## src/rtl/cnn_pkg.sv

```systemverilog
// Shared types and constants for the CNN window fetch engine.
// Holds the fetch FSM encoding and window geometry constants.
package cnn_pkg;

  typedef enum logic [2:0] {
    S_IDLE,
    S_CALC,
    S_ISSUE,
    S_WAIT,
    S_NEXT,
    S_DONE
  } state_e;

  localparam int WIN_TAPS   = 9;
  localparam int WORD_SHIFT = 2;

endpackage

```

## src/rtl/cnn_win_addr.sv

```systemverilog
// Tap coordinate, bounds check and byte address for one 3x3 window tap.
// Ports: base/img dims/centre/tap in; in_range_o and addr_o out.
module cnn_win_addr
  import cnn_pkg::*;
#(
  parameter int ADDR_W = 32,
  parameter int DIM_W  = 9
) (
  input  logic [ADDR_W-1:0] base_i,
  input  logic [DIM_W-1:0]  img_w_i,
  input  logic [DIM_W-1:0]  img_h_i,
  input  logic [DIM_W-1:0]  row_i,
  input  logic [DIM_W-1:0]  col_i,
  input  logic [3:0]        tap_i,
  output logic              in_range_o,
  output logic [ADDR_W-1:0] addr_o
);

  localparam logic signed [DIM_W:0] M1 = '1;
  localparam logic signed [DIM_W:0] Z0 = '0;
  localparam logic signed [DIM_W:0] P1 = (DIM_W+1)'(1);

  logic signed [DIM_W:0] dr, dc;
  logic signed [DIM_W:0] r, c;
  logic                  r_ok, c_ok;
  logic [2*DIM_W-1:0]    prod;
  logic [ADDR_W-1:0]     idx;

  always_comb begin
    dr = P1;
    dc = P1;
    case (tap_i)
      4'd0, 4'd1, 4'd2: dr = M1;
      4'd3, 4'd4, 4'd5: dr = Z0;
      default:          dr = P1;
    endcase
    case (tap_i)
      4'd0, 4'd3, 4'd6: dc = M1;
      4'd1, 4'd4, 4'd7: dc = Z0;
      default:          dc = P1;
    endcase
  end

  assign r = $signed({1'b0, row_i}) + dr;
  assign c = $signed({1'b0, col_i}) + dc;

  // Sign bit set means the tap fell off the top/left edge.
  assign r_ok = !r[DIM_W] && (r[DIM_W-1:0] < img_h_i);
  assign c_ok = !c[DIM_W] && (c[DIM_W-1:0] < img_w_i);
  assign in_range_o = r_ok && c_ok;

  assign prod = {{DIM_W{1'b0}}, r[DIM_W-1:0]}
              * {{DIM_W{1'b0}}, img_w_i};
  assign idx  = ADDR_W'(prod) + ADDR_W'(c[DIM_W-1:0]);
  assign addr_o = base_i + (idx << WORD_SHIFT);

endmodule

```

## src/rtl/cnn_window_fetch.sv

```systemverilog
// Fetches a zero-padded 3x3 window over a single-word read port.
// Ports: start/geometry in, mem request/response, win valid/ready beat out.
module cnn_window_fetch
  import cnn_pkg::*;
#(
  parameter int ADDR_W = 32,
  parameter int DATA_W = 32,
  parameter int DIM_W  = 9
) (
  input  logic                       clk,
  input  logic                       resetn,
  input  logic                       start,
  input  logic [ADDR_W-1:0]          base_addr,
  input  logic [DIM_W-1:0]           img_w,
  input  logic [DIM_W-1:0]           img_h,
  input  logic [DIM_W-1:0]           row,
  input  logic [DIM_W-1:0]           col,
  output logic                       busy,
  output logic                       mem_valid,
  output logic                       mem_write,
  output logic [ADDR_W-1:0]          mem_addr,
  output logic [DATA_W-1:0]          mem_wdata,
  input  logic                       mem_ready,
  input  logic [DATA_W-1:0]          mem_rdata,
  output logic                       win_valid,
  input  logic                       win_ready,
  output logic [WIN_TAPS*DATA_W-1:0] win_data
);

  state_e state_q, state_d;
  logic [3:0] k_q, k_d;
  logic [ADDR_W-1:0] addr_q, addr_d;
  logic [WIN_TAPS*DATA_W-1:0] win_q, win_d;
  logic [ADDR_W-1:0] base_q;
  logic [DIM_W-1:0] w_q, h_q, row_q, col_q;
  logic ld;
  logic tap_ok;
  logic [ADDR_W-1:0] tap_addr;

  cnn_win_addr #(
    .ADDR_W (ADDR_W),
    .DIM_W  (DIM_W)
  ) u_addr (
    .base_i     (base_q),
    .img_w_i    (w_q),
    .img_h_i    (h_q),
    .row_i      (row_q),
    .col_i      (col_q),
    .tap_i      (k_q),
    .in_range_o (tap_ok),
    .addr_o     (tap_addr)
  );

  always_ff @(posedge clk) begin
    if (!resetn) begin
      state_q <= S_IDLE;
      k_q     <= '0;
      addr_q  <= '0;
      win_q   <= '0;
      base_q  <= '0;
      w_q     <= '0;
      h_q     <= '0;
      row_q   <= '0;
      col_q   <= '0;
    end else begin
      state_q <= state_d;
      k_q     <= k_d;
      addr_q  <= addr_d;
      win_q   <= win_d;
      if (ld) begin
        base_q <= base_addr;
        w_q    <= img_w;
        h_q    <= img_h;
        row_q  <= row;
        col_q  <= col;
      end
    end
  end

  always_comb begin
    state_d = state_q;
    k_d     = k_q;
    addr_d  = addr_q;
    win_d   = win_q;
    ld      = 1'b0;
    unique case (state_q)
      S_IDLE: begin
        if (start) begin
          ld      = 1'b1;
          k_d     = '0;
          state_d = S_CALC;
        end
      end
      S_CALC: begin
        if (tap_ok) begin
          addr_d  = tap_addr;
          state_d = S_ISSUE;
        end else begin
          win_d[DATA_W*k_q +: DATA_W] = '0;
          state_d = S_NEXT;
        end
      end
      S_ISSUE: state_d = S_WAIT;
      S_WAIT: begin
        if (mem_ready) begin
          win_d[DATA_W*k_q +: DATA_W] = mem_rdata;
          state_d = S_NEXT;
        end
      end
      S_NEXT: begin
        if (k_q == 4'(WIN_TAPS-1)) begin
          state_d = S_DONE;
        end else begin
          k_d     = k_q + 4'd1;
          state_d = S_CALC;
        end
      end
      S_DONE: begin
        if (win_ready) state_d = S_IDLE;
      end
      default: state_d = S_IDLE;
    endcase
  end

  assign busy      = (state_q != S_IDLE);
  assign mem_valid = (state_q == S_ISSUE);
  assign mem_write = 1'b0;
  assign mem_wdata = '0;
  assign mem_addr  = addr_q;
  assign win_valid = (state_q == S_DONE);
  assign win_data  = win_q;

endmodule

```

## config.mk

```make
export PLATFORM = sky130hd
export DESIGN_NAME = cnn_window_fetch
export DESIGN_NICKNAME = d
export VERILOG_FILES = /design/src/rtl/cnn_pkg.sv /design/src/rtl/cnn_win_addr.sv /design/src/rtl/cnn_window_fetch.sv
export SDC_FILE = /design/constraint.sdc
export NUM_CORES = 1
export LEC_CHECK = 0
export ABC_AREA = 1
export BUFFER_PORTS_ARGS = -buffer_cell sky130_fd_sc_hd__clkbuf_2
export CAP_MARGIN = 20
export CORE_UTILIZATION = 40
export DETAILED_ROUTE_END_ITERATION = 12
export PLACE_DENSITY = 0.6
export SETUP_SLACK_MARGIN = 0.1
export SLEW_MARGIN = 20
export SYNTH_ARGS = -nofsm -noshare
export SYNTH_HDL_FRONTEND = slang
export SYNTH_SLANG_ARGS = --single-unit
```

## constraint.sdc

```tcl
create_clock -name clk -period 7.8 [get_ports clk]
set_clock_uncertainty 0.05 [all_clocks]
set_input_delay 1.56 -clock clk [delete_from_list [all_inputs] [get_ports clk]]
set_output_delay 1.56 -clock clk [all_outputs]
set_load 0.05 [all_outputs]
```

After elaboration in Yosys (flattened, before gate mapping)
Index checks and enable logic that the tools add are counted.
W data, S select, Z words.

storage, ports and cells
  input bits = 105
  flip-flop bits (word level) = 395
  word-level logic and storage cells = 75
  memory bits (read-only) = 0
  RAM bits = 0
  bits in latches = 0
  memories = 0
  output and inout port bits = 356

operators by class
  multiply operators = 1
  eq/ne operators = 18
  bitwise logic cells = 0
  muxes and demuxes = 18
  order comparisons = 2
  shifts and indexed selects = 3
  divide/modulo/power cells = 0
  reduce and logical (&&, ||, !) cells = 18
  add/sub/neg operators = 6

operators with widths
  kind                          number
  $bwmux W288                   2
  $mux W288                     2
  $pmux W288 S2                 1
  $shift A32 B34 Y288 const A   1
  $shiftx A32 B34 Y288          1
  $shiftx A32 B34 Y288 const A  1
  $pmux W10 S2                  2
  $neg A9 Y34                   1
  $add A32 B32 Y32              1
  $add A10 B10 Y10              2
  $add A18 B9 Y19               1
  $lt A9 B9 Y1                  2
  $mul A9 B9 Y18                1
  $pmux W3 S6                   1
  $eq A4 B3 Y1 const B          4
  $mux W3                       5
  $reduce_or A3 Y1              4
  $reduce_and A3 Y1             3
  $eq A4 B2 Y1 const B          2
  $mux W4                       2
  $ne A2 B2 Y1 const B          4
  $pmux W4 S2                   1
  $eq A3 B2 Y1 const B          2
  $eq A3 B3 Y1 const B          2
  other kinds (13)              18

Depth between registers and ports, before layout
  word-level depth = 9
  depth in mapped cells = 50
  mapped depth without buffers = 49

Modules after synthesis
Synthesis repeated with hierarchy kept, for this count alone.

second synthesis, totals
  cell total of the unflattened synthesis = 3547
  area, all modules = 23512.6 um^2

modules (own cells, without submodules)
  module            instances  cells an instance  area each (um^2)  sequential area each (um^2)
  cnn_window_fetch  1          2514               17169.0           7907.6
  cnn_win_addr      1          1033               6343.6            0.0

Least setup slack after synthesis
OpenSTA, ideal clock, no wires.

  path type = reg-to-reg
  start point = reg k_q[0]
  end point = reg addr_q[25], in the netlist mem_addr[25]
  arrival time = 8.329 ns
  data required time = 7.636 ns
  stages on the path, launching flop included = 47
  path buffers = 1
  setup time = 0.114 ns
  path slack = -0.693 ns
  period minus slack after synthesis = 8.493 ns
  cells stage by stage = dfxtp_1 > clkinv_1 > clkbuf_1 > ha_1 > nor2_1 > a21oi_2 > inv_1 > nand2_1 > ha_1 > fa_1 > nand3_1 > nand2_1 > a21oi_1 > o21bai_1 > nand2_1 > nand2_1 > inv_1 > nand2_1 > [... 11 more ...] > a21o_1 > a21boi_0 > nand2_1 > a21oi_1 > o21bai_1 > nand3_1 > nand3_1 > nand2_1 > inv_1 > ha_1 > nand2_1 > nor3_1 > nand2_1 > or2_2 > nand4_1 > nand2_1 > nor2_1 > nor2_1

between the ends
  longest elaborated chain between the ends = 8
  elaborated cells between the ends (all ways) = 27
  those cells by class = add/sub (4); mul (1); order compare (2); eq/ne (7); mux (2); reduce/logical (11)

ends and longest elaborated chain
  what                                                                      line                    text
  start, declared                                                           cnn_window_fetch.sv:31  logic [3:0] k_q, k_d;
  start signal, assigned                                                    cnn_window_fetch.sv:67  k_q <= k_d;
  parallel branches: the longest is 8 deep, another holds $add A32 B32 Y32  n/a
  end signal, assigned                                                      cnn_window_fetch.sv:68  addr_q <= addr_d;
  end, declared                                                             cnn_window_fetch.sv:32  logic [ADDR_W-1:0] addr_q, addr_d;

Several ways; the timed one is not identified.
A chain may end at the register's enable or synchronous reset.

Worst setup path in the final report
  start point = reg k_q[0]
  end point = reg addr_q[27], in the netlist mem_addr[27]

The elaborated chain is that of the path after synthesis.

==> results.md <==
- Slew of the pin with the lowest slew margin: between 1 and 1.5 ns
- DR iter-0 viols: 1900
- Max incr delay on CP: around 0.54 ns
- Synth Flop Type: dfxtp_1
- Share of cells above drive strength 1: between 10% and 20%
- Commonest non-fill, non-tap cell in the layout: nand2_1
- Area Growth Syn to Fin: 23.6%
- Die Y-Extent: roughly 250 um
- # hold bufs at CTS: 0
- Min-Delay Path Class: reg -> reg
- Avg Inst Size Synth: between 6 and 7 um2
- Clock latency on the worst-skew pair: roughly 0.60 ns
- Max-slew violations: 0
- Reg clk slew, reported paths: roughly 0.06 ns
- Final setup vio count: 0
- Cell count after synthesis: between 4000 and 5000
- Final Cell Area: around 32000 um2
- Yosys warns: 0
- Post-DR vias/cell: a little under 5
- Final worst path period need: between 7 and 8 ns
- Critical Path End Type: flip-flop
- IO buf count: between 400 and 500
- Achievable Freq: 0.130 GHz
- Mapped Area: around 26000 um2
- Routed Antenna Nets: 0
- Placeable core area: 63100 um2
- Root buffer cell: clkbuf_16
- DRT Pass-1 Iters: 7
- Via count: ~26000
- Placer Congestion: 0.921
- # IOs: around 460
- Die Area: about 65000 um2
- Register bit total from synthesis: between 300 and 400
- Placed Area: 28900 um2
- Post-synth cell types: 45
- EDFF count, synth: 0
- First-pass GRT wire length: roughly 140000 um
- Vias in the first global route: approximately 24000
- CP max-delay cell: fa_1
- Routed Wire Length: 93800 um
- Most frequent cells in the layout: 989 x nand2_1, 754 x inv_1, 532 x nor2_1, 426 x clkbuf_2, 393 x dfxtp_1
- Total gr overflow: 0
- Wirelength per Cell: ~18 um
- RSZ-0062 raised after global routing: yes
- CTS tree: yes
- CP delay by family, top: adder cells
- Critical Path Start Type: flip-flop
- Final worst path period share: just under 100%
- # rows: 92
- DP HPWL: around 67000 um
- Async S/R FF share, synth: 0%
- DRC viols: 0
- Initial core utilization: roughly two fifths
- Post-synthesis sequential area ratio: 31.0%
- Clock Path Buffers: 3
- Die W: around 250 um
- Clock sink count: 395
- CP Data Arrival Time: 8.13 ns
- Layout Nets: approximately 4700
- Req. time, crit path: between 8 and 9 ns
- Max-Cap Viols: 0
- Crit path kind: reg -> reg
- CTS buffer count: 46
- Slew Limit Headroom: about a quarter
- Outcome: finished, final reports clean
- Largest net degree at the start of global routing: approximately 190
- Antenna violations before repair: 1
- H-Tree Depth: 2
- Final Hold Viols: 0
- WP buf/inv: 12
- Largest fanout on the critical path: 5
- Total track usage: between 20% and 30%
-- kinds of logic after synthesis --
kind of cell / count (synthesis) / share of synthesized area [%]
AND/OR/NAND/NOR: 2051 / 34.1
buffers and inverters: 1092 / 16.9
flip-flops: 395 / 31.0
AO/OA/AOI/OAI: 288 / 5.97
adder cells (fa/ha/maj): 179 / 10.5
XOR/XNOR: 45 / 1.54
other: 1 / 0.0147
-- sequential cells by signal (all words and copies together) (netlist names) --
| signal | count |
|---|---|
| mem_addr | 32 |
| w_q | 9 |
| h_q | 9 |
| k_q | 4 |
| state_q | 3 |
| col_q | 9 |
| base_q | 32 |
| win_data | 288 |
| row_q | 9 |
-- worst paths after layout --
kind | slack [ns] | end | depth (start not counted) | from
hold / removal | 0.40 | base_q[1] | 2 | base_q[1]
setup / recovery | 0.11 | mem_addr[27] | 45 | k_q[0]
hold reg to reg | 0.40 | base_q[1] | 2 | base_q[1]
setup reg to reg | 0.11 | mem_addr[27] | 45 | k_q[0]
-- worst min-delay path, stage by stage, from the launching register on --
cell     delay [ns]
dfxtp_1        0.30
inv_1          0.04
a21oi_1        0.05
-- per-layer routing --
layer	wire (um)	global-route usage [%]	up-vias
li1	-	-	13100
met1	40100	36.1	12100
met2	43600	46.6	841
met3	6290	4.78	141
met4	3840	11.8	2
met5	13	0	-
-- repair_timing --
item | 4_1_cts | 5_1_grt
buffers inserted | 13 | 8
resized for setup | 71 | 153
endpoints found under the setup margin | 20 | 24
pin swaps | 36 | 104
-- synth_stat cells, types with 12 or more instances --
cell type | number | area, um2
buf_2 | 62 | 310
buf_4 | 35 | 263
fa_1 | 59 | 1180
xnor2_1 | 12 | 105
a21oi_1 | 136 | 681
inv_2 | 14 | 52.6
clkbuf_1 | 137 | 514
buf_1 | 30 | 113
ha_1 | 120 | 1500
inv_1 | 776 | 2910
nor2_1 | 554 | 2080
o21ai_0 | 111 | 556
dfxtp_1 | 395 | 7910
nand4_1 | 266 | 1660
nor3_1 | 78 | 390
clkinv_1 | 38 | 143
xor2_1 | 33 | 289
nand3_1 | 105 | 526
nand2_1 | 1027 | 3850
-- stage by stage --
| step | instances | hold slack, ns | setup WS [ns] | TNS, ns | utilization, % |
|---|---|---|---|---|---|
| 6_report | 5335 | 0.395 | 0.106 | 0 | 50.0 |
| 5_1_grt | 5334 | 0.416 | -0.253 | -3.51 | 50.0 |
| 4_1_cts | 5326 | 0.401 | 0.105 | 0 | 48.8 |
| 3_5_place_dp | 5229 | 0.392 | -0.238 | -2.58 | 45.8 |
| 3_3_place_gp | 5229 | 0.385 | -0.128 | -0.987 | 45.8 |
| 2_1_floorplan | 4083 | 0.370 | 0.127 | 0 | - |
-- final cells by class --
type	instances	area, um2
Tap cell	846	1060
Sequential cell	395	7910
Inverter	828	3120
Multi-Input combinational cell	2596	14600
Clock inverter	19	168
Clock buffer	65	1330
Fill cell	6731	31500
Timing Repair Buffer	585	3400
Antenna cell	1	2.50
Power is not shown: default switching activity piles up to over one toggle a cycle in this logic, so the estimate is an artifact.
